### src/rtl/ccx_rst_pkg.sv
// Shared types and defaults for the CCX cluster reset sequencer.
package ccx_rst_pkg;

    // Sequencer states, see the table in ccx_rst_seq for their meaning.
    typedef enum logic [1:0] {
        ST_HOLD    = 2'd0,
        ST_DBG_REL = 2'd1,
        ST_RUN     = 2'd2,
        ST_DBGI    = 2'd3
    } ccx_rst_state_e;

    localparam int DEF_SYNC_STAGES = 2;
    localparam int DEF_MIN_ASSERT  = 8;
    localparam int DEF_DBG_DLY     = 4;

    // Larger of two integers; used to size the shared counter.
    function automatic int max_int(input int a, input int b);
        return (a > b) ? a : b;
    endfunction

endpackage : ccx_rst_pkg

### src/rtl/ccx_rst_sync.sv
// N-flop synchronizer with a selectable asynchronous reset value.
module ccx_rst_sync #(
    parameter int   STAGES  = 2,
    parameter logic RST_VAL = 1'b0
) (
    input  logic rclk,
    input  logic arst_l,
    input  logic d,
    output logic q
);

    generate
        if (STAGES < 2) begin : g_bad_stages
            $error("ccx_rst_sync: STAGES must be at least 2");
        end
    endgenerate

    logic [STAGES-1:0] chain_q;

    // Shift the asynchronous input through the chain; reset presets every stage.
    always_ff @(posedge rclk or negedge arst_l) begin
        if (!arst_l) begin
            chain_q <= {STAGES{RST_VAL}};
        end else begin
            chain_q <= {chain_q[STAGES-2:0], d};
        end
    end

    assign q = chain_q[STAGES-1];

endmodule : ccx_rst_sync

### src/rtl/ccx_rst_seq.sv
// CCX cluster reset sequencer: synchronizes the cluster reset and the global
// reset / debug-init requests, then releases adbginit_l before rst_l with
// counted minimum low widths.
//
// state   | meaning
// --------+---------------------------------------------------------------
// HOLD    | adbginit_l=0, rst_l=0; count MIN_ASSERT clean cycles
// DBG_REL | adbginit_l=1, rst_l=0; wait DBG_DLY cycles before rst_l release
// RUN     | both released, rst_done=1
// DBGI    | adbginit_l=0, rst_l=1; debug init held for MIN_ASSERT clean cycles
module ccx_rst_seq
    import ccx_rst_pkg::*;
#(
    parameter int SYNC_STAGES = DEF_SYNC_STAGES,
    parameter int MIN_ASSERT  = DEF_MIN_ASSERT,
    parameter int DBG_DLY     = DEF_DBG_DLY
) (
    input  logic rclk,
    input  logic arst_l,
    input  logic grst_l,
    input  logic gdbginit_l,
    input  logic se,
    output logic rst_l,
    output logic adbginit_l,
    output logic se_out,
    output logic rst_done
);

    localparam int CNT_TOP = max_int(MIN_ASSERT, DBG_DLY);
    localparam int CW      = $clog2(CNT_TOP + 1);

    localparam logic [CW-1:0] MIN_C = CW'(MIN_ASSERT);
    localparam logic [CW-1:0] DLY_C = CW'(DBG_DLY);

    generate
        if (SYNC_STAGES < 2) begin : g_bad_sync
            $error("ccx_rst_seq: SYNC_STAGES must be at least 2");
        end
        if (MIN_ASSERT < 1) begin : g_bad_min
            $error("ccx_rst_seq: MIN_ASSERT must be at least 1");
        end
        if (DBG_DLY < 1) begin : g_bad_dly
            $error("ccx_rst_seq: DBG_DLY must be at least 1");
        end
    endgenerate

    logic rel_s;
    logic grst_s;
    logic gdbg_s;

    // Internal reset release: the chain resets to 0 and fills with 1s.
    ccx_rst_sync #(.STAGES(SYNC_STAGES), .RST_VAL(1'b0)) u_sync_arst (
        .rclk   (rclk),
        .arst_l (arst_l),
        .d      (1'b1),
        .q      (rel_s)
    );

    // Request synchronizers reset to 1 so reset itself reads as "no request".
    ccx_rst_sync #(.STAGES(SYNC_STAGES), .RST_VAL(1'b1)) u_sync_grst (
        .rclk   (rclk),
        .arst_l (arst_l),
        .d      (grst_l),
        .q      (grst_s)
    );

    ccx_rst_sync #(.STAGES(SYNC_STAGES), .RST_VAL(1'b1)) u_sync_gdbg (
        .rclk   (rclk),
        .arst_l (arst_l),
        .d      (gdbginit_l),
        .q      (gdbg_s)
    );

    ccx_rst_state_e  state_q, state_d;
    logic [CW-1:0]   cnt_q, cnt_d, cnt_inc;
    logic            rst_l_d, adbg_d, done_d;

    // Saturating increment so the counter can never wrap back below a threshold.
    assign cnt_inc = (cnt_q == {CW{1'b1}}) ? cnt_q : cnt_q + 1'b1;

    // Next state and counter; scan enable freezes both.
    always_comb begin
        state_d = state_q;
        cnt_d   = cnt_q;
        if (!se) begin
            case (state_q)
                ST_HOLD: begin
                    if (!grst_s) begin
                        cnt_d = '0;
                    end else if (cnt_q == MIN_C) begin
                        state_d = ST_DBG_REL;
                        cnt_d   = '0;
                    end else if (rel_s) begin
                        cnt_d = cnt_inc;
                    end
                end
                ST_DBG_REL: begin
                    // The releasing cycle counts toward the delay, so rst_l
                    // follows adbginit_l by exactly DBG_DLY edges.
                    if (!grst_s) begin
                        state_d = ST_HOLD;
                        cnt_d   = '0;
                    end else if (cnt_inc == DLY_C) begin
                        state_d = ST_RUN;
                        cnt_d   = '0;
                    end else begin
                        cnt_d = cnt_inc;
                    end
                end
                ST_RUN: begin
                    if (!grst_s) begin
                        state_d = ST_HOLD;
                        cnt_d   = '0;
                    end else if (!gdbg_s) begin
                        state_d = ST_DBGI;
                        cnt_d   = '0;
                    end
                end
                ST_DBGI: begin
                    if (!grst_s) begin
                        state_d = ST_HOLD;
                        cnt_d   = '0;
                    end else if (!gdbg_s) begin
                        cnt_d = '0;
                    end else if (cnt_q == MIN_C) begin
                        state_d = ST_RUN;
                        cnt_d   = '0;
                    end else begin
                        cnt_d = cnt_inc;
                    end
                end
                default: begin
                    state_d = ST_HOLD;
                    cnt_d   = '0;
                end
            endcase
        end
    end

    // Output decode from the next state, registered alongside the state.
    always_comb begin
        rst_l_d = 1'b0;
        adbg_d  = 1'b0;
        done_d  = 1'b0;
        case (state_d)
            ST_DBG_REL: adbg_d = 1'b1;
            ST_RUN: begin
                adbg_d  = 1'b1;
                rst_l_d = 1'b1;
                done_d  = 1'b1;
            end
            ST_DBGI:    rst_l_d = 1'b1;
            default: begin
                rst_l_d = 1'b0;
                adbg_d  = 1'b0;
                done_d  = 1'b0;
            end
        endcase
    end

    // State, counter and output registers; arst_l forces HOLD outputs at once.
    always_ff @(posedge rclk or negedge arst_l) begin
        if (!arst_l) begin
            state_q    <= ST_HOLD;
            cnt_q      <= '0;
            rst_l      <= 1'b0;
            adbginit_l <= 1'b0;
            rst_done   <= 1'b0;
        end else begin
            state_q    <= state_d;
            cnt_q      <= cnt_d;
            rst_l      <= rst_l_d;
            adbginit_l <= adbg_d;
            rst_done   <= done_d;
        end
    end

    assign se_out = se;

endmodule : ccx_rst_seq

### config.mk
export PLATFORM = sky130hd
export DESIGN_NAME = ccx_rst_seq
export DESIGN_NICKNAME = d
export VERILOG_FILES = /design/src/rtl/ccx_rst_pkg.sv /design/src/rtl/ccx_rst_sync.sv /design/src/rtl/ccx_rst_seq.sv
export SDC_FILE = /design/constraint.sdc
export NUM_CORES = 1
export LEC_CHECK = 0
export BUFFER_PORTS_ARGS = -buffer_cell sky130_fd_sc_hd__buf_4
export CAP_MARGIN = 20
export CORE_MARGIN = 1.5
export CORE_UTILIZATION = 49
export CTS_CLUSTER_DIAMETER = 100
export DETAILED_ROUTE_END_ITERATION = 7
export HOLD_SLACK_MARGIN = 0.02
export PLACE_DENSITY_LB_ADDON = 0.05
export SLEW_MARGIN = 20
export SYNTH_ARGS = -nofsm -noshare
export SYNTH_HDL_FRONTEND = slang
export SYNTH_HIERARCHICAL = 1
export SYNTH_SLANG_ARGS = --single-unit
### constraint.sdc
create_clock -name rclk -period 2.1 [get_ports rclk]
set_input_delay 0 -clock rclk [delete_from_list [all_inputs] [get_ports rclk]]
set_output_delay 0 -clock rclk [all_outputs]
set_load 0.1 [all_outputs]
==> summary.md <==
| Metric | Value |
|---|---|
| Critical-path top delay cell | or4b_1 |
| Final Routed Wirelength | approximately 1600 um |
| Netlist Area Pre-Place | between 700 and 800 sq um |
| Layout cell share with drive strength beyond 1 | 33.7% |
| Drc violations | 0 |
| Worst path most repeated cell | ha_2 |
| Largest net degree at the start of global routing | 16 |
| Max-cap viol count | 0 |
| Share of the synthesized area in the top cell type | between 30 and 40% |
| Clock transition at the registers of the reported paths | approximately 0.090 ns |
| Worst EP required | about 2.3 ns |
| Chip width | about 43 um |
| Area post-placement | slightly below 900 sq um |
| Clock Tree Root | clkbuf_4 |
| RePlAce Congestion | 0.834 |
| Clock skew | roughly 0.0048 ns |
| Hold crit path type | input pin to asynchronous set/reset pin |
| Routed Antenna Nets | 0 |
| CP Max Fanout | 4 |
| Worst Setup Start Kind | register |
| Delay-heaviest family, CP | simple AND/OR/NAND/NOR gates |
| Commonest non-fill, non-tap cell in the layout | buf_4 |
| Commonest cells after routing, fill and taps aside | buf_4, dfrtp_1, inv_1 |
| Avg Vias per Cell | 5.73 |
| Pwr dens | roughly 670 mW/mm^2 |
| Gr ovfl total | 0 |
| Crit-path max cell delay | 0.52 ns |
| Die height | about 43 um |
| GRT Util Overall | 19.9% |
| Syn nets | 81 |
| Core area | between 0.001 and 0.0015 sq mm |
| Worst setup margin | approximately 0.047 ns |
| Final Setup Violations | 0 |
| Vias in the first global route | approximately 570 |
| IO Count | 9 |
| Leak | around 0.00044 uW |
| Pre-Repair DR Iteration Count | 4 |
| Synthesized instance count | between 70 and 80 |
| Wirelength per Cell | between 10 and 15 um |
| Initial Util | ~52% |
| PnR Total Power | about 660 uW |
| Max_slew headroom | between 50% and 60% |
| VDD IR max | roughly 0.47 mV |
| WS Path Type | register to register |
| Placement Setup Slack | -0.0223 ns |
| Final instance area | 988 sq um |
| CTS max path bufs | 2 |
| Fmax | slightly below 500 MHz |
| Clk sinks | 15 |
| Final nets | between 100 and 150 |
| RSZ-0062 raised after global routing | true |
| Top cells by area, synth | dfrtp_1, dfstp_2, ha_1, inv_1, o21ai_0 |
| Initial DRC Count | 24 |
| Status | complete, no violations |
| Clock buffer count from CTS | 3 |
| Fin. Hold Viols | 0 |
| Yosys Warn Count | 6 |
| Yosys cell types | 36 |
| Crit path DAT | between 2 and 2.5 ns |
| Area Growth Syn to Fin | 27.8% |
| IO Port Bufs | 8 |
| Cell taking the most area after synthesis | dfrtp_1 |
| Global-route wire length before repair | 2620 um |
| Rows | 14 |
| Final Max Tran Viols | 0 |
| Syn avg cell area | around 11 sq um |
| Setup_tns | 0 ns |
| Worst-path cell chain | ha_2 -> or4b_1 -> a311o_1 -> a32oi_2 -> ha_2 -> inv_1 |
| Buffers & Inverters on Critical Path | 1 |
| Htree depth | 1 |
| DP Wirelength | approximately 1100 um |
| CTS tree | yes |
| Actual slew at the worst max-slew pin | between 0.6 and 0.7 ns |
| Skew-Pair Late Insertion Delay | slightly below 0.3 ns |
| Yosys reg bits | 15 |
| Die ar. | about 0.0018 sq mm |
| N_diodes | 0 |
| DR vias | 636 |
| Sequential share of the synthesized area | between 40 and 50% |
| Final period demand of the worst path | 2.05 ns |
| Final Cycle Share | a little over nine tenths |
| Initial antenna violation count | 0 |
| Hold WS | 0.0953 ns |
| Crit path capture type | register |
[layer usage]
layer / up-vias / global-route usage (%) / part of all wire (%)
met5: - / 0 / 0
met4: 0 / 11.3 / 2.3
met3: 4 / 3.83 / 4.1
met2: 18 / 25.8 / 43
met1: 300 / 30.6 / 50
li1: 314 / - / -
[logic make-up after synthesis]
| logic type | Yosys count | synth area share (%) |
|---|---|---|
| compound gates | 23 | 22.3 |
| fa+ha+maj | 3 | 4.85 |
| buf+inv | 11 | 6.31 |
| flops | 15 | 49.2 |
| other cells | 1 | 0.485 |
| simple gates | 20 | 16.8 |
[synth_stat cells]
cell,instances
nand3b_1,1
nand3_1,3
nand4b_1,1
a31oi_1,2
nor4b_1,1
a21oi_1,2
o311ai_0,2
a21boi_0,1
dfrtp_1,11
inv_1,9
buf_4,2
or4_1,1
o2111ai_1,1
nand2_1,3
nand2b_1,1
o22ai_1,2
or3b_1,1
dfstp_2,4
and3b_2,1
o21a_1,2
o21bai_1,1
nor2b_1,1
o21ai_0,4
conb_1,1
or2b_2,1
a221oi_1,1
a311oi_1,1
a221o_1,1
or4b_1,1
a211oi_1,1
and3_2,1
a311o_1,1
and2_1,1
a32oi_2,1
nor2_1,2
ha_1,3
[where the power goes]
part           switching, uW  leakage, uW  internal, uW
sequential              16.4     0.000189           311
combinational           81.7     0.000241          82.5
clock                   94.2    0.0000150          73.9
total                    192     0.000445           468
[final timing paths]
path | from | to | slack, ns | cells past startpoint
setup reg to reg | cnt_q[0] | adbginit_l | 0.05 | 6
max in group asynchronous | arst_l | u_sync_gdbg/chain_q[1] | 1.76 | 2
hold / removal | arst_l | cnt_q[3] | 0.1 | 2
min in group rclk | se | state_q[0] | 0.11 | 4
setup / recovery | cnt_q[0] | adbginit_l | 0.05 | 6
hold reg to reg | u_sync_grst/chain_q[0] | u_sync_grst/chain_q[1] | 0.36 | 0
[flip-flops by register name, indices dropped and copies added (netlist names)]
| signal | count |
|---|---|
| rst_done | 1 |
| u_sync_gdbg/chain_q | 2 |
| cnt_q | 4 |
| adbginit_l | 1 |
| state_q | 2 |
| u_sync_grst/chain_q | 2 |
| u_sync_arst/chain_q | 2 |
| rst_l | 1 |
[cell type report]
class                   instances  area, sq um
clock buffers                   4         26.3
repair buffers                 20          161
inverters                       9         33.8
multi-input cells              47          367
flip-flops and latches         15          380
well taps                      16         20.0
fillers                       108          500
[what timing repair did]
action,4_1_cts,5_1_grt
pin swaps,3,2
hold endpoints to repair,17,0
buffers inserted,0,2
gates resized for setup,2,4
hold buffers,3,0
endpoints found under the setup margin,2,2
[stage by stage]
step                      util (%)  instances
after detailed placement      59.8        102
final                         66.4        111
after global placement        59.8        102
after global routing          66.4        111
after CTS                     63.9        109
after floorplan                  -         73
No activity file was read; power rests on OpenSTA's default activity.
